## src/rtl/bitcoin_header_loader_pkg.sv

```systemverilog
// Shared SHA-256 constants, loader FSM states and nBits expansion helpers.
package bitcoin_header_loader_pkg;

    typedef enum logic [1:0] {StLoad, StStart, StWaitHi, StWaitLo} state_e;

    localparam logic [4:0] WordLastBlk = 5'd15;
    localparam logic [4:0] WordNbits   = 5'd18;
    localparam logic [4:0] WordsTotal  = 5'd20;
    localparam logic [5:0] LastRound   = 6'd63;

    localparam logic [255:0] IV = {
        32'h6a09e667, 32'hbb67ae85, 32'h3c6ef372, 32'ha54ff53a,
        32'h510e527f, 32'h9b05688c, 32'h1f83d9ab, 32'h5be0cd19};

    localparam logic [0:63][31:0] K = {
        32'h428a2f98, 32'h71374491, 32'hb5c0fbcf, 32'he9b5dba5, 32'h3956c25b, 32'h59f111f1,
        32'h923f82a4, 32'hab1c5ed5, 32'hd807aa98, 32'h12835b01, 32'h243185be, 32'h550c7dc3,
        32'h72be5d74, 32'h80deb1fe, 32'h9bdc06a7, 32'hc19bf174, 32'he49b69c1, 32'hefbe4786,
        32'h0fc19dc6, 32'h240ca1cc, 32'h2de92c6f, 32'h4a7484aa, 32'h5cb0a9dc, 32'h76f988da,
        32'h983e5152, 32'ha831c66d, 32'hb00327c8, 32'hbf597fc7, 32'hc6e00bf3, 32'hd5a79147,
        32'h06ca6351, 32'h14292967, 32'h27b70a85, 32'h2e1b2138, 32'h4d2c6dfc, 32'h53380d13,
        32'h650a7354, 32'h766a0abb, 32'h81c2c92e, 32'h92722c85, 32'ha2bfe8a1, 32'ha81a664b,
        32'hc24b8b70, 32'hc76c51a3, 32'hd192e819, 32'hd6990624, 32'hf40e3585, 32'h106aa070,
        32'h19a4c116, 32'h1e376c08, 32'h2748774c, 32'h34b0bcb5, 32'h391c0cb3, 32'h4ed8aa4a,
        32'h5b9cca4f, 32'h682e6ff3, 32'h748f82ee, 32'h78a5636f, 32'h84c87814, 32'h8cc70208,
        32'h90befffa, 32'ha4506ceb, 32'hbef9a3f7, 32'hc67178f2};

    function automatic logic [31:0] rotr(input logic [31:0] x, input int unsigned n);
        return (x >> n) | (x << (32 - n));
    endfunction

    function automatic logic [31:0] big_sigma0(input logic [31:0] x);
        return rotr(x, 2) ^ rotr(x, 13) ^ rotr(x, 22);
    endfunction

    function automatic logic [31:0] big_sigma1(input logic [31:0] x);
        return rotr(x, 6) ^ rotr(x, 11) ^ rotr(x, 25);
    endfunction

    function automatic logic [31:0] small_sigma0(input logic [31:0] x);
        return rotr(x, 7) ^ rotr(x, 18) ^ (x >> 3);
    endfunction

    function automatic logic [31:0] small_sigma1(input logic [31:0] x);
        return rotr(x, 17) ^ rotr(x, 19) ^ (x >> 10);
    endfunction

    function automatic logic [31:0] byte_swap(input logic [31:0] x);
        return {x[7:0], x[15:8], x[23:16], x[31:24]};
    endfunction

    // Overflowing or negative compact targets saturate and skip the increment.
    function automatic logic [255:0] expand_target(input logic [31:0] nbits,
                                                   input logic [255:0] inc);
        int unsigned e;
        logic [255:0] mant;
        e    = 32'(nbits[31:24]);
        mant = 256'(nbits[23:0]);
        if (e > 32 || nbits[23]) return '1;
        if (e <= 3) return (mant >> (8 * (3 - e))) + inc;
        return (mant << (8 * (e - 3))) + inc;
    endfunction

endpackage

```

## src/rtl/bitcoin_header_loader_if.sv

```systemverilog
// Header word stream and miner-facing bus of the header loader.
interface bitcoin_header_loader_if;
    logic         in_valid;
    logic [31:0]  in_data;
    logic         in_ready;
    logic         miner_running;
    logic         start;
    logic [255:0] first_block_hash;
    logic [127:0] second_block;
    logic [255:0] target;
    logic [31:0]  max_nonce;
    logic         busy;

    modport slave (
        input  in_valid, in_data, miner_running,
        output in_ready, start, first_block_hash, second_block, target, max_nonce, busy
    );

    modport master (
        output in_valid, in_data, miner_running,
        input  in_ready, start, first_block_hash, second_block, target, max_nonce, busy
    );
endinterface

```

## src/rtl/bitcoin_header_loader_sha256_round.sv

```systemverilog
// Combinational SHA-256 round: {a..h}, K, W -> {a..h}'.
module sha256_round
    import bitcoin_header_loader_pkg::*;
(
    input  logic [255:0] state_in,
    input  logic [31:0]  k,
    input  logic [31:0]  w,
    output logic [255:0] state_out
);
    logic [31:0] a, b, c, d, e, f, g, h, t1, t2;

    assign {a, b, c, d, e, f, g, h} = state_in;
    assign t1 = h + big_sigma1(e) + ((e & f) ^ (~e & g)) + k + w;
    assign t2 = big_sigma0(a) + ((a & b) ^ (a & c) ^ (b & c));
    assign state_out = {t1 + t2, a, b, c, d + t1, e, f, g};
endmodule

```

## src/rtl/bitcoin_header_loader.sv

```systemverilog
// Loads an 80-byte header, computes the first-block midstate and target, hands off to the miner.
// Define HEADER_BYTE_SWAP_EN to byte-reverse each incoming word (little-endian wire order).
module bitcoin_header_loader
    import bitcoin_header_loader_pkg::*;
#(
    parameter logic [255:0] TARGET_INC = 256'd1
) (
    input logic                     clk,
    input logic                     reset,
    bitcoin_header_loader_if.slave  bus
);
    state_e state_q, state_d;
    logic        clear_hdr;
    logic [4:0]  word_cnt_q;
    logic [15:0][31:0] sched_q;
    logic [3:0][31:0]  second_q;
    logic [255:0] work_q, work_next, midstate, hash_q, target_q;
    logic [5:0]  round_q;
    logic        comp_q, fin_q, hash_done_q;
    logic        accept;
    logic [31:0] word, sched_new;

`ifdef HEADER_BYTE_SWAP_EN
    assign word = byte_swap(bus.in_data);
`else
    assign word = bus.in_data;
`endif

    assign bus.in_ready         = (state_q == StLoad) && (word_cnt_q < WordsTotal);
    assign bus.busy             = !((state_q == StLoad) && (word_cnt_q == 5'd0));
    assign bus.start            = (state_q == StStart);
    assign bus.first_block_hash = hash_q;
    assign bus.second_block     = second_q;
    assign bus.target           = target_q;
    assign bus.max_nonce        = '1;
    assign accept               = bus.in_valid && bus.in_ready;

    // The schedule register slides by one per round, so W[t] is always sched_q[0].
    assign sched_new = small_sigma1(sched_q[14]) + sched_q[9] + small_sigma0(sched_q[1])
                     + sched_q[0];

    sha256_round u_round (
        .state_in  (work_q),
        .k         (K[round_q]),
        .w         (sched_q[0]),
        .state_out (work_next)
    );

    always_comb begin
        midstate = '0;
        for (int i = 0; i < 8; i++) begin
            midstate[i*32 +: 32] = IV[i*32 +: 32] + work_q[i*32 +: 32];
        end
    end

    always_comb begin
        state_d   = state_q;
        clear_hdr = 1'b0;
        unique case (state_q)
            StLoad:   if (word_cnt_q == WordsTotal && hash_done_q) state_d = StStart;
            StStart:  state_d = StWaitHi;
            StWaitHi: if (bus.miner_running) state_d = StWaitLo;
            StWaitLo: begin
                if (!bus.miner_running) begin
                    state_d   = StLoad;
                    clear_hdr = 1'b1;
                end
            end
            default:  state_d = StLoad;
        endcase
    end

    always_ff @(posedge clk or posedge reset) begin
        if (reset) state_q <= StLoad;
        else       state_q <= state_d;
    end

    always_ff @(posedge clk or posedge reset) begin
        if (reset) begin
            word_cnt_q  <= '0;
            sched_q     <= '0;
            second_q    <= '0;
            work_q      <= '0;
            hash_q      <= '0;
            target_q    <= '0;
            round_q     <= '0;
            comp_q      <= 1'b0;
            fin_q       <= 1'b0;
            hash_done_q <= 1'b0;
        end else begin
            if (clear_hdr) begin
                word_cnt_q  <= '0;
                hash_done_q <= 1'b0;
            end else if (accept) begin
                word_cnt_q <= word_cnt_q + 5'd1;
            end

            if (accept && word_cnt_q <= WordLastBlk) sched_q[word_cnt_q[3:0]] <= word;
            if (accept && word_cnt_q > WordLastBlk) second_q[2'd3 - word_cnt_q[1:0]] <= word;
            if (accept && word_cnt_q == WordNbits) target_q <= expand_target(word, TARGET_INC);

            if (accept && word_cnt_q == WordLastBlk) begin
                work_q  <= IV;
                round_q <= '0;
                comp_q  <= 1'b1;
            end else if (comp_q) begin
                work_q  <= work_next;
                round_q <= round_q + 6'd1;
                for (int i = 0; i < 15; i++) sched_q[i] <= sched_q[i+1];
                sched_q[15] <= sched_new;
                if (round_q == LastRound) begin
                    comp_q <= 1'b0;
                    fin_q  <= 1'b1;
                end
            end

            if (fin_q) begin
                fin_q       <= 1'b0;
                hash_q      <= midstate;
                hash_done_q <= 1'b1;
            end
        end
    end

endmodule
```

## src/flat_wrapper.sv

```systemverilog
// flat-port wrapper written by rule: the top's interface ports become plain ports
module bitcoin_header_loader_flat import bitcoin_header_loader_pkg::*;
#(
    parameter logic [255:0] TARGET_INC = 256'd1
)
  (clk, reset, bus_in_valid, bus_in_data, bus_miner_running, bus_in_ready, bus_start, bus_first_block_hash, bus_second_block, bus_target, bus_max_nonce, bus_busy);
  bitcoin_header_loader_if bus_i ();
  input logic clk;
  input logic reset;
  input wire logic [$bits(bus_i.in_valid)-1:0] bus_in_valid;
  input wire logic [$bits(bus_i.in_data)-1:0] bus_in_data;
  input wire logic [$bits(bus_i.miner_running)-1:0] bus_miner_running;
  output wire logic [$bits(bus_i.in_ready)-1:0] bus_in_ready;
  output wire logic [$bits(bus_i.start)-1:0] bus_start;
  output wire logic [$bits(bus_i.first_block_hash)-1:0] bus_first_block_hash;
  output wire logic [$bits(bus_i.second_block)-1:0] bus_second_block;
  output wire logic [$bits(bus_i.target)-1:0] bus_target;
  output wire logic [$bits(bus_i.max_nonce)-1:0] bus_max_nonce;
  output wire logic [$bits(bus_i.busy)-1:0] bus_busy;
  assign bus_i.in_valid = bus_in_valid;
  assign bus_i.in_data = bus_in_data;
  assign bus_i.miner_running = bus_miner_running;
  assign bus_in_ready = bus_i.in_ready;
  assign bus_start = bus_i.start;
  assign bus_first_block_hash = bus_i.first_block_hash;
  assign bus_second_block = bus_i.second_block;
  assign bus_target = bus_i.target;
  assign bus_max_nonce = bus_i.max_nonce;
  assign bus_busy = bus_i.busy;
  bitcoin_header_loader #(.TARGET_INC(TARGET_INC)) u_core (.clk(clk), .reset(reset), .bus(bus_i));
endmodule
```

## config.mk

```make
export PLATFORM = sky130hd
export DESIGN_NAME = bitcoin_header_loader_flat
export DESIGN_NICKNAME = d
export VERILOG_FILES = /design/src/rtl/bitcoin_header_loader_pkg.sv /design/src/rtl/bitcoin_header_loader_if.sv /design/src/rtl/bitcoin_header_loader_sha256_round.sv /design/src/rtl/bitcoin_header_loader.sv /design/src/flat_wrapper.sv
export SDC_FILE = /design/constraint.sdc
export NUM_CORES = 2
export LEC_CHECK = 0
export CAP_MARGIN = 20
export CORE_MARGIN = 5
export CORE_UTILIZATION = 45
export CTS_CLUSTER_DIAMETER = 200
export CTS_CLUSTER_SIZE = 8
export DETAILED_ROUTE_END_ITERATION = 8
export PLACE_DENSITY_LB_ADDON = 0.15
export RECOVER_POWER = 25
export SETUP_SLACK_MARGIN = 0.3
export SLEW_MARGIN = 20
export SYNTH_ARGS = -nofsm -noshare
export SYNTH_HDL_FRONTEND = slang
export SYNTH_SLANG_ARGS = --single-unit
```

## constraint.sdc

```tcl
create_clock -name clk -period 97.7 [get_ports clk]
set_input_delay 19.54 -clock clk [delete_from_list [all_inputs] [get_ports clk]]
set_output_delay 19.54 -clock clk [all_outputs]
set_load 0.05 [all_outputs]
```

=== Word-level counts from Yosys, hierarchy flattened ===
Memories as Yosys holds them, arrays and structs flattened.
Index checks and enable logic that the tools add are counted.
W data, S select, Z words.

* Flip-flop bits (word level): 1424
* Memory bits (read-only): 2048
* Input bits: 36
* Output and inout bits: 675
* Logic and storage cells: 164
* Memories kept: 1

* $add $sub $neg: 25
* $lt $le $gt $ge: 10
* Equality and inequality tests: 10
* Shift operators: 2
* Multiplexer cells: 41
* Bitwise gates (word level): 28
* Reduce and logical (&&, ||, !) cells: 18

{| class="wikitable"
|+ Memories
! memory !! words !! bits a word !! read ports !! clocked after memory_dff !! wr ports !! RTL line !! text
|-
| (name not given) || 64 || 32 || 1 || 0 || 0 || bitcoin_header_loader.sv:44 || <nowiki>.k (K[round_q]),</nowiki>
|}

{| class="wikitable"
|+ Operators by type and width
! cell !! count
|-
| $mux W256 || 6
|-
| $mux W512 || 3
|-
| $add A256 B1 Y256 const B || 2
|-
| $bwmux W512 || 1
|-
| $add A32 B32 Y32 || 10
|-
| $xor A32 B32 Y32 || 9
|-
| $shl A24 B32 Y256 || 1
|-
| $shr A24 B32 Y256 || 1
|-
| $and A32 B32 Y32 || 5
|-
| $bwmux W128 || 1
|-
| $demux W32 S4 || 1
|-
| $mux W32 || 4
|-
| $add A31 B32 Y32 const A || 3
|-
| $add A32 B32 Y32 const A || 3
|-
| $demux W32 S2 || 1
|-
| $add A29 B32 Y32 const A || 1
|-
| $add A30 B32 Y32 const A || 1
|-
| $not A32 Y32 || 1
|-
| $or A10 B32 Y32 || 1
|-
| $or A13 B32 Y32 || 1
|-
| $or A14 B32 Y32 || 1
|-
| $or A15 B32 Y32 || 1
|-
| $or A19 B32 Y32 || 1
|-
| $or A21 B32 Y32 || 1
|-
| 40 further kinds || 74
|}

=== Logic depth before layout (Yosys ltp) ===
* Word-level depth: 10
* Gate-level depth with buffers: 35
* Depth with buffers taken out: 35

=== Hierarchy ===
A second synthesis with hierarchy kept.

* Cell total of the unflattened synthesis: 8829
* Area total of the unflattened synthesis: 82831.9 um^2

{| class="wikitable"
|+ By module, submodules not included
! module !! times used !! cells each !! area an instance (um^2)
|-
| bitcoin_header_loader || 1 || 7451 || 71700.0
|-
| sha256_round || 1 || 1378 || 11131.9
|}

=== Least setup slack after synthesis ===
Ideal clock, no wire load.

* Kind: input port to flip-flop
* Start point: input port bus_in_data[24]
* End point: register u_core.target_q[22], in the netlist u_core.bus.target[22]
* Library setup time: 0.121 ns
* Arrival: 23.029 ns
* Data required time: 97.579 ns
* Slack: 74.550 ns
* Cell stages on the path: 14
* Path buffers: 3
* Cell sequence: clkbuf_1 -> inv_1 -> clkbuf_1 -> clkbuf_1 -> ha_1 -> or3_1 -> a211oi_4 -> a31o_2 -> ha_1 -> nor3b_1 -> nand4b_2 -> nor4_2 -> xnor2_1 -> o22a_1

* Cells in the longest elaborated chain, start to end: 6

{| class="wikitable"
|+ RTL lines
! what !! RTL line !! text
|-
| start, declared || flat_wrapper.sv:11 || <nowiki>input wire logic [$bits(bus_i.in_data)-1:0] bus_in_data;</nowiki>
|-
| $sub A2 B8 Y9 / $le A8 B2 Y1 (equally long branches) || bitcoin_header_loader_pkg.sv:60 || <nowiki>if (e <= 3) return (mant >> (8 * (3 - e))) + inc;</nowiki>
|-
| $shr A24 B32 Y256 / $mux W1 (equally long branches) || bitcoin_header_loader_pkg.sv:60 ||
|-
| $add A256 B1 Y256 / $mux W1 (equally long branches) || bitcoin_header_loader_pkg.sv:60 ||
|-
| $mux W256 / $mux W1 (equally long branches) || bitcoin_header_loader_pkg.sv:60, bitcoin_header_loader.sv:100 ||
|-
| $mux W256 || bitcoin_header_loader_pkg.sv:61 || <nowiki>return (mant << (8 * (e - 3))) + inc;</nowiki>
|-
| $mux W256 (*) || bitcoin_header_loader_pkg.sv:60 ||
|-
| end signal, assigned || bitcoin_header_loader.sv:100 || <nowiki>if (accept && word_cnt_q == WordNbits) target_q <= expand_target(word, TARGET_INC);</nowiki>
|-
| end, declared || bitcoin_header_loader.sv:17 || <nowiki>logic [255:0] work_q, work_next, midstate, hash_q, target_q;</nowiki>
|}

Every way passes the cells marked *; elsewhere a longest branch is shown, timed or not. The select of a mux whose other input is x is not followed.
A chain may end at the register's enable or synchronous reset.

==> results.md <==
- Status: finished with violations
- Failing checks: max-capacitance violations, max-slew violations
- Clock transition at path regs: approximately 0.06 ns
- Most frequent cell after synthesis: dfrtp_1
- Slew headroom: -5.14
- Vias per std cell: about 5.8
- Critical path class: input port to asynchronous set/reset pin
- Sequential-to-total area share from yosys stat: 0.438
- Clock Tree Root: clkbuf_16
- Pin count of the biggest net entering global routing: about 270
- Slowest stage delay, CP: between 6 and 7 ns
- CTS tree: yes
- Top_reg_cell synth: dfrtp_1
- Layout Utilization: 0.525
- Die area: 189000 um^2
- Setup crit end kind: asynchronous set/reset pin
- MaxCap Viol Count: 16
- Max Fclk: 32.2 MHz
- Crit path DAT: 29.69 ns
- Yosys reg bits: about 1400
- Final Skew: between 0.04 and 0.05 ns
- Iter 0 DRT Violations: roughly 6000
- Netlist cell types: 96
- Cell Rows: approximately 160
- DR vias: 64300
- Hold buffers post-CTS: 0
- Sink Count: between 1000 and 1500
- Avg Inst Size Synth: just under 10 um^2
- Cell count after synthesis: 8416
- Final Cycle Share: 0.318
- Post-DRT Antenna Nets: 0
- Synthesis Warnings: 0
- Via count of the first global-routing pass: about 64000
- Hold Crit Class: register to register
- Area contributors post-synth: dfrtp_1 44%, mux2i_1 8.1%, fa_1 4.6%
- RSZ-0062 raised after global routing: false
- Endpoints failing setup: 0
- Synth top cells by count: 1424 x dfrtp_1, 942 x nand2_1, 905 x nor2_1
- Drt drc: 0
- Initial antenna violation count: 0
- Critical-path cell list: dlygate4sd3_1, clkinvlp_2, clkbuf_1
- RePlAce Congestion: between 0.9 and 1
- Yosys top cell by area: dfrtp_1
- Initial core utilization: 0.451
- Worst Hold Path Cells: 2
- Layout Nets: 9108
- Final WS setup: around 67 ns
- Post-CTS setup buffer count: 0
- Core area: 180000 um^2
- Drt pass-1 iters: 6
- DP Wirelength: 199 mm
- I/O Pins: roughly 700
- Grt total ovfl: 0
- Final TNS setup: 0 ns
- Max clock buf depth: 3
- DIE HEIGHT: 435 um
- Routed length per instance: 25.5 um
- Post-synth EDFFs: 0
- WHS: between 0.4 and 0.5 ns
- Top cell type's share of synthesized area: 0.438
- Die Wd: approximately 430 um
- Gr usage total: 0.293
- CP max FO: between 150 and 200
- Layout area overhead: 16.3%
- Synth Cell Area: around 80000 um^2
- Place WS: ~73 ns
- Post-synth ARST share: 1.00
- Worst skew pair latency: between 0.8 and 0.9 ns
- Post-cts sizing count: 0
- Fill cell count: 16600
- Min cycle time layout: just over 30 ns
- Pins over their slew limit: 1171
- Final hold vios: 0
- Share of post-route cells with drive strength above 1: 0.0763
- Post-Route WL: about 280 mm
- Antenna Cells: 0
- Max stage delay cell, worst path: clkbuf_1
- Worst-margin pin slew: 9.20 ns
- Num CTS Buffers: slightly below 200
- I/O Buffers: a little under 700
- CP Launch Type: input port
- First-pass GRT wire length: ~430 mm
- CP required: roughly 96 ns
- Worst Reg2Reg Path Length in Cells: 31
- Max H-tree Level: 4
-- stage by stage --
| step | area (um^2) | cells |
|---|---|---|
| floorplan | 81400 | 8447 |
| global placement | 89300 | 10900 |
| detailed placement | 89300 | 10900 |
| CTS | 94600 | 11100 |
| global route | 94500 | 11100 |
| finish | 94500 | 11100 |
-- cell type report --
cell class | instances | area, um^2 | area share
tap | 2370 | 2970 | 0.0314
multi-input combinational | 6071 | 42100 | 0.446
clock inverter | 11 | 283 | 0.00299
timing repair buffer | 794 | 7610 | 0.0805
clock buffer | 202 | 4990 | 0.0528
inverter | 232 | 872 | 0.00923
sequential | 1424 | 35600 | 0.377
-- sequential cells by signal, summed over array words and instances (netlist names) --
name / flops
u_core.bus.first_block_hash: 256
u_core.bus.second_block: 128
u_core.bus.target: 256
u_core.comp_q: 1
u_core.fin_q: 1
u_core.hash_done_q: 1
u_core.round_q: 6
u_core.sched_q: 512
u_core.state_q: 2
u_core.word_cnt_q: 5
u_core.work_q: 256
-- kinds of logic after synthesis --
logic type | Yosys count | synth area share
simple gates | 2262 | 0.117
compound gates | 1887 | 0.141
flops | 1424 | 0.438
buf+inv | 952 | 0.0457
mux | 915 | 0.118
xor+xnor | 590 | 0.0638
fa+ha+maj | 385 | 0.0756
other cells | 1 | 0.0000461
-- worst max-delay path: cells and delay by family --
family,cells,cell delay [ns]
buffers and inverters,3,9.89
-- metal layers --
layer	share of wire	vias to the layer above	GRT usage	wire length, um
li1	-	29200	-	-
met1	0.43	32300	0.400	122000
met2	0.46	2200	0.463	130000
met3	0.062	536	0.0525	17500
met4	0.048	0	0.123	13600
met5	0	-	0	0
-- cells in the final DEF, fill, tap and decap left out, types with 43 or more instances in the layout --
cell,n
a21o_1,74
a21oi_1,505
a22oi_1,47
a31oi_1,60
buf_4,96
clkbuf_16,199
clkdlybuf4s50_1,664
dfrtp_1,1421
fa_1,187
ha_1,167
inv_1,221
mux2_2,248
mux2i_1,656
nand2_1,927
nand3_1,86
nor2_1,902
nor2b_1,51
nor3_1,70
o211ai_1,43
o21ai_0,709
o22a_1,171
xnor2_1,419
xor2_1,168
-- path summary, 6_finish.rpt --
path | startpoint | end | slack, ns
worst max-delay path | reset | u_core.work_q[115] | 66.60
max in group clk | bus_in_valid | u_core.sched_q[511] | 72.50
worst min-delay path | u_core.sched_q[220] | u_core.sched_q[188] | 0.46
min in group asynchronous | reset | u_core.bus.first_block_hash[17] | 20.69
worst min register to register | u_core.sched_q[220] | u_core.sched_q[188] | 0.46
worst max register to register | u_core.round_q[0] | u_core.work_q[253] | 86.78
Power is not shown: default switching activity piles up to over one toggle a cycle in this logic, so the estimate is an artifact.
